--- src/rtl/dly_calib_pkg.sv ---
// Shared types and defaults for the delay-line tap calibration sequencer.
// Holds the FSM state encoding and the default NTAP/SETTLE/SAMPLES values.
package dly_calib_pkg;

    typedef enum logic [1:0] {
        ST_IDLE   = 2'd0,
        ST_SETTLE = 2'd1,
        ST_SAMPLE = 2'd2,
        ST_EVAL   = 2'd3
    } state_t;

    localparam int NTAP_DEF    = 16;
    localparam int SETTLE_DEF  = 8;
    localparam int SAMPLES_DEF = 64;

endpackage

--- src/rtl/dly_majority_cnt.sv ---
// Per-tap majority vote: counts pd_in ones over SAMPLES enabled cycles.
// Ports: clk, rstn, clr (zero counters), en (take a sample), pd_in,
//        last (final sample this cycle), hi (2*ones >= SAMPLES).
module dly_majority_cnt
    import dly_calib_pkg::*;
#(
    parameter int SAMPLES = SAMPLES_DEF
) (
    input  logic clk,
    input  logic rstn,
    input  logic clr,
    input  logic en,
    input  logic pd_in,
    output logic last,
    output logic hi
);

    localparam int CNTW = $clog2(SAMPLES + 1);

    logic [CNTW-1:0] ones;
    logic [CNTW-1:0] scnt;

    always_ff @(posedge clk or negedge rstn) begin
        if (!rstn) begin
            ones <= '0;
            scnt <= '0;
        end else if (clr) begin
            ones <= '0;
            scnt <= '0;
        end else if (en) begin
            ones <= ones + CNTW'(pd_in);
            scnt <= scnt + CNTW'(1);
        end
    end

    assign last = en && (scnt == CNTW'(SAMPLES - 1));

    // Doubling avoids a divide; an exact half counts as high.
    assign hi = {ones, 1'b0} >= (CNTW + 1)'(SAMPLES);

endmodule

--- src/rtl/dly_tap_calib_ctrl.sv ---
// Calibration sequencer: sweeps delay-line taps, votes pd_in per tap and
// locks on the first low->high transition. Ports: clk, rstn, start, pd_in,
// force_en, force_tap -> tap_sel, busy, done, locked, lock_tap, err.
module dly_tap_calib_ctrl
    import dly_calib_pkg::*;
#(
    parameter int NTAP    = NTAP_DEF,
    parameter int SETTLE  = SETTLE_DEF,
    parameter int SAMPLES = SAMPLES_DEF,
    localparam int TAPW   = $clog2(NTAP)
) (
    input  logic            clk,
    input  logic            rstn,
    input  logic            start,
    input  logic            pd_in,
    input  logic            force_en,
    input  logic [TAPW-1:0] force_tap,
    output logic [TAPW-1:0] tap_sel,
    output logic            busy,
    output logic            done,
    output logic            locked,
    output logic [TAPW-1:0] lock_tap,
    output logic            err
);

    localparam int SW = $clog2(SETTLE + 1);

    state_t          state;
    logic [SW-1:0]   scnt;
    logic            prev_hi;
    logic            force_q;
    logic            m_last;
    logic            m_hi;

    dly_majority_cnt #(
        .SAMPLES (SAMPLES)
    ) u_maj (
        .clk   (clk),
        .rstn  (rstn),
        .clr   (state == ST_SETTLE),
        .en    (state == ST_SAMPLE),
        .pd_in (pd_in),
        .last  (m_last),
        .hi    (m_hi)
    );

    always_ff @(posedge clk or negedge rstn) begin
        if (!rstn) begin
            state    <= ST_IDLE;
            scnt     <= '0;
            prev_hi  <= 1'b0;
            force_q  <= 1'b0;
            tap_sel  <= '0;
            busy     <= 1'b0;
            done     <= 1'b0;
            locked   <= 1'b0;
            lock_tap <= '0;
            err      <= 1'b0;
        end else begin
            done    <= 1'b0;
            force_q <= force_en;
            if (force_en) begin
                // Manual override wins over everything, aborting a sweep.
                tap_sel <= force_tap;
                if (state != ST_IDLE) begin
                    state  <= ST_IDLE;
                    busy   <= 1'b0;
                    locked <= 1'b0;
                    err    <= 1'b0;
                end
            end else if (force_q) begin
                tap_sel <= locked ? lock_tap : '0;
            end else begin
                unique case (state)
                    ST_IDLE: begin
                        if (start) begin
                            tap_sel <= '0;
                            locked  <= 1'b0;
                            err     <= 1'b0;
                            prev_hi <= 1'b0;
                            scnt    <= '0;
                            busy    <= 1'b1;
                            state   <= ST_SETTLE;
                        end
                    end
                    ST_SETTLE: begin
                        if (scnt == SW'(SETTLE - 1)) begin
                            scnt  <= '0;
                            state <= ST_SAMPLE;
                        end else begin
                            scnt <= scnt + SW'(1);
                        end
                    end
                    ST_SAMPLE: begin
                        if (m_last) state <= ST_EVAL;
                    end
                    ST_EVAL: begin
                        // Tap 0 has no preceding low, so it never locks.
                        if (m_hi && !prev_hi && tap_sel != '0) begin
                            lock_tap <= tap_sel;
                            locked   <= 1'b1;
                            done     <= 1'b1;
                            busy     <= 1'b0;
                            state    <= ST_IDLE;
                        end else if (tap_sel == TAPW'(NTAP - 1)) begin
                            err     <= 1'b1;
                            tap_sel <= '0;
                            done    <= 1'b1;
                            busy    <= 1'b0;
                            state   <= ST_IDLE;
                        end else begin
                            prev_hi <= m_hi;
                            tap_sel <= tap_sel + TAPW'(1);
                            scnt    <= '0;
                            state   <= ST_SETTLE;
                        end
                    end
                    default: state <= ST_IDLE;
                endcase
            end
        end
    end

endmodule

--- config.mk ---
export PLATFORM = sky130hd
export DESIGN_NAME = dly_tap_calib_ctrl
export DESIGN_NICKNAME = d
export VERILOG_FILES = /design/src/rtl/dly_calib_pkg.sv /design/src/rtl/dly_majority_cnt.sv /design/src/rtl/dly_tap_calib_ctrl.sv
export SDC_FILE = /design/constraint.sdc
export NUM_CORES = 1
export LEC_CHECK = 0
export BUFFER_PORTS_ARGS = -buffer_cell sky130_fd_sc_hd__buf_2
export CAP_MARGIN = 10
export CELL_PAD_IN_SITES_DETAIL_PLACEMENT = 1
export CELL_PAD_IN_SITES_GLOBAL_PLACEMENT = 2
export CORE_MARGIN = 5
export CORE_UTILIZATION = 40
export DETAILED_ROUTE_END_ITERATION = 16
export MAX_ROUTING_LAYER = met4
export PLACE_DENSITY = 0.93
export RECOVER_POWER = 25
export SLEW_MARGIN = 30
export SYNTH_ARGS = -nofsm -noshare
export SYNTH_HDL_FRONTEND = slang
export SYNTH_SLANG_ARGS = --single-unit
--- constraint.sdc ---
create_clock -name clk -period 4.35 [get_ports clk]
set_input_delay 0 -clock clk [delete_from_list [all_inputs] [get_ports clk]]
set_output_delay 0 -clock clk [all_outputs]
set_load 0.01 [all_outputs]
==> results_dict.tcl <==
set metrics [dict create \
    timing.clock.skew_ps 4.51 \
    multi_input_gate_area_um2 1050 \
    drv_slew 35 \
    yosys_register_bits 34 \
    synthesized_area_fraction_occupied_by_and_or_nand_nor_cells 0.177 \
    clock.fmax_ghz 0.429 \
    placed_cells_incl_taps 273 \
    violations_in_the_final_reports "capacitance limit, slew limit" \
    synth_cell_types 52 \
    drt-pass1-iter-count 5 \
    grt_setup_unrepaired "false" \
    routed_wire_length_per_instance_um 15.8 \
    num_io_pins 21 \
    clock_path_buffers 2 \
    cp.arrival_ps 2510 \
    finish.instance_area_um2 2230 \
    min_period_over_period 0.536 \
    ctsRootBufferMaster "sky130_fd_sc_hd__clkbuf_8" \
    worstPathCellList "inv_1 > ha_1 > clkinv_1 > nand2_1 > o21ai_0 > mux2_2" \
    slowest_delay_ps 490 \
    synth-compound-area-share 0.202 \
    finalSetupTns_ps 0 \
    die_area_um2 6420 \
    timing_worst_setup_path_type "register to register" \
    grt_remaining_overflow 0 \
    ctsResizeCount 0 \
    htree_num_levels 2 \
    antenna_found_initial 0 \
    globalRouteMet1Util 0.190 \
    tritoncts "done" \
    syn_to_final_growth_pct 13.5 \
    grt_start_max_net_pins 35 \
    yosys_warnings 0 \
    die_h_um 80.1 \
    grtUsageMet2 0.261 \
    slew_headroom -0.243 \
    report.final.hold_viol_count 0 \
    synth_enable_flop_cells 0 \
    initial_core_util 0.414 \
    timing.final.crit_period_ps 2330 \
    hold-worst-slack_ps 31.1 \
    critical_path.slowest_cell "sky130_fd_sc_hd__clkinv_1" \
    drv.max_cap_violation_count 1 \
    worstSkewPairLatency_ps 290 \
    finalWeightedCongestion 0.790 \
    nNetsFinal 235 \
    drt_drc_violations_left 0 \
    clock_sinks 34 \
    core_um2 4750 \
    seq_area_um2 851 \
    critPathMaxFanout 18 \
    path_clk_slew_ps 70 \
    syn_nets 214 \
    tightest_slew_ps 1860 \
    postSynth.asyncResetShare 1.00 \
    post_layout_nonfiller_instances 282 \
    ys_dominant_reg_cell "sky130_fd_sc_hd__dfrtp_1" \
    synth-seq-area-share 0.433 \
    hold_path.class "input pin to register" \
    grtUsageTotal 0.157 \
    detailedPlacementHpwl_um 3160 \
    gr_peak_layer "met2" \
    drt_iter0_drc 69 \
    setup-violations-final 0 \
    place.port_buffers 20 \
    netlist_area_um2 1970 \
    fillers 562 \
    first_global_vias 1630 \
    dpl-instance-area_um2 2120 \
    tritoncts_buffer_count 5 \
    wirelength_routed_um 4450 \
    worst_ep_required_time_ps 4530 \
    num_rows 25 \
    detail_route.vias_per_cell 5.58 \
    post_route_cells_drive_above_1_share 0.149 \
    antennaDiodeCount 0 \
    outcome "finished with violations" \
    die_x_um 80.1 \
    synth-adder-area-share 0.0700 \
    critical_path_end_type "register" \
    peak_supply_drop_uv 244 \
    post_synth_mux_area_share 0.0655 \
    pwr_dens_nw_per_um2 538 \
    globalRouteMet3Util 0.0336 \
    leakagePower_nw 0.948 \
    synthXorXnorAreaFrac 0.0178 \
    worstSetupStartpointType "register" \
    synth_top_family_by_area "compound AO/OA/AOI/OAI gates" \
    postSynthAreaPerCell_um2 10.1 \
    grt_first_pass_wirelength_um 7670 \
    num_vias 1573 \
    synth_cells 194 \
    count_of_antenna_violating_nets_left_after_detailed_routing 0 \
]
==> where the power goes <==
part | switching (mW) | total [mW] | internal [mW]
logic | 0.267 | 0.444 | 0.177
clock network | 0.118 | 0.301 | 0.183
registers | 0.0698 | 0.457 | 0.387
total | 0.455 | 1.20 | 0.747
==> area by class of cell <==
| type | instances | share of cell area |
|---|---|---|
| multi-input cells | 143 | 0.469 |
| clock inverters | 1 | 0.0134 |
| clock buffers | 6 | 0.0370 |
| flip-flops and latches | 34 | 0.381 |
| well taps | 67 | 0.0375 |
| repair buffers | 22 | 0.0471 |
| inverters | 9 | 0.0151 |
==> state kept, by name (all words and copies together), names as in the netlist <==
| name | count |
|---|---|
| done | 1 |
| state | 2 |
| prev_hi | 1 |
| scnt | 4 |
| u_maj.ones | 7 |
| locked | 1 |
| lock_tap | 4 |
| u_maj.scnt | 7 |
| err | 1 |
| tap_sel | 4 |
| force_q | 1 |
| busy | 1 |
==> cells in the final DEF (no fill, tap or decap), drive strengths merged, types with 3 or more instances in the layout <==
| master | netlist | routed |
|---|---|---|
| nand2 | 13 | 13 |
| nand3 | 8 | 8 |
| clkbuf | 4 | 18 |
| a22o | 3 | 3 |
| a221o | 3 | 3 |
| inv | 8 | 8 |
| a21oi | 10 | 10 |
| nand4 | 3 | 3 |
| ha | 11 | 11 |
| mux2 | 7 | 7 |
| o311ai | 4 | 4 |
| mux2i | 5 | 5 |
| buf | 4 | 8 |
| nor2 | 13 | 13 |
| o21ai | 9 | 9 |
| and3 | 3 | 3 |
| a221oi | 3 | 3 |
| nor3b | 4 | 4 |
| dfrtp | 34 | 34 |
| nor3 | 5 | 5 |
| o2bb2ai | 6 | 6 |
==> Yosys cell counts (all sizes together), types with 2 or more instances <==
master / count / area share
inv: 8 / 0.015
o2bb2ai: 6 / 0.027
nor3b: 4 / 0.021
nand2: 13 / 0.025
mux2: 7 / 0.040
xnor2: 2 / 0.0089
o211ai: 2 / 0.0076
nor3: 5 / 0.013
and3: 3 / 0.010
o311ai: 4 / 0.018
a22o: 3 / 0.013
nand2b: 2 / 0.0064
mux2i: 5 / 0.025
a211o: 2 / 0.0095
buf: 4 / 0.010
o21bai: 2 / 0.0076
a21o: 2 / 0.0076
a21oi: 10 / 0.025
nand4: 3 / 0.0095
a221o: 3 / 0.015
o21ai: 9 / 0.025
xor2: 2 / 0.0089
dfrtp: 34 / 0.43
ha: 11 / 0.070
nor2: 13 / 0.030
and3b: 2 / 0.0089
nand3: 8 / 0.020
nor2b: 2 / 0.0064
a221oi: 3 / 0.013
clkbuf: 4 / 0.0076
==> final timing paths <==
kind                          startpoint            end  slack (ps)  cells past startpoint
max                             state[0]     tap_sel[1]        2020                      6
min                         force_tap[0]     tap_sel[0]          30                      3
max reg2reg                     state[0]     tap_sel[1]        2020                      6
min reg2reg                u_maj.scnt[6]  u_maj.scnt[6]         500                      1
max in group asynchronous           rstn     tap_sel[1]        2520                      2
min in group asynchronous           rstn        scnt[0]         760                      2
==> through the flow <==
step	util	worst slack [ps]	total power, mW
after detailed placement	0.445	2040	0.909
final	0.470	2020	1.20
after floorplan	-	2490	0.795
after global placement	0.445	2090	0.899
after CTS	0.473	2000	1.22
after global routing	0.470	1770	1.30
==> critical path, delay by kind of cell (launching register included) <==
kind,cells,cell delay [ps]
buf+inv,2,610
fa+ha+maj,1,460
flops,1,380
mux,1,310
simple gates,1,280
compound gates,1,180
==> per-layer routing <==
| metal | share of wire | up-vias |
|---|---|---|
| met1 | 0.46 | 775 |
| met4 | 0.013 | 0 |
| met3 | 0.033 | 7 |
| li1 | - | 770 |
| met2 | 0.49 | 21 |
| met5 | 0 | - |
==> cells by family (layout without fill, tap and decap cells) <==
logic type	count (synthesis)	after routing
adder cells (fa/ha/maj)	11	11
multiplexers	12	12
XOR/XNOR	4	4
AO/OA/AOI/OAI	54	54
buffers and inverters	17	38
flip-flops	34	34
AND/OR/NAND/NOR	62	62
==> repair_timing <==
action / in CTS / in global routing
setup buffers: 0 / 0
hold buffers: 2 / 0
endpoints found under the hold margin: 35 / 0
Power figures use the tool's default switching activity.
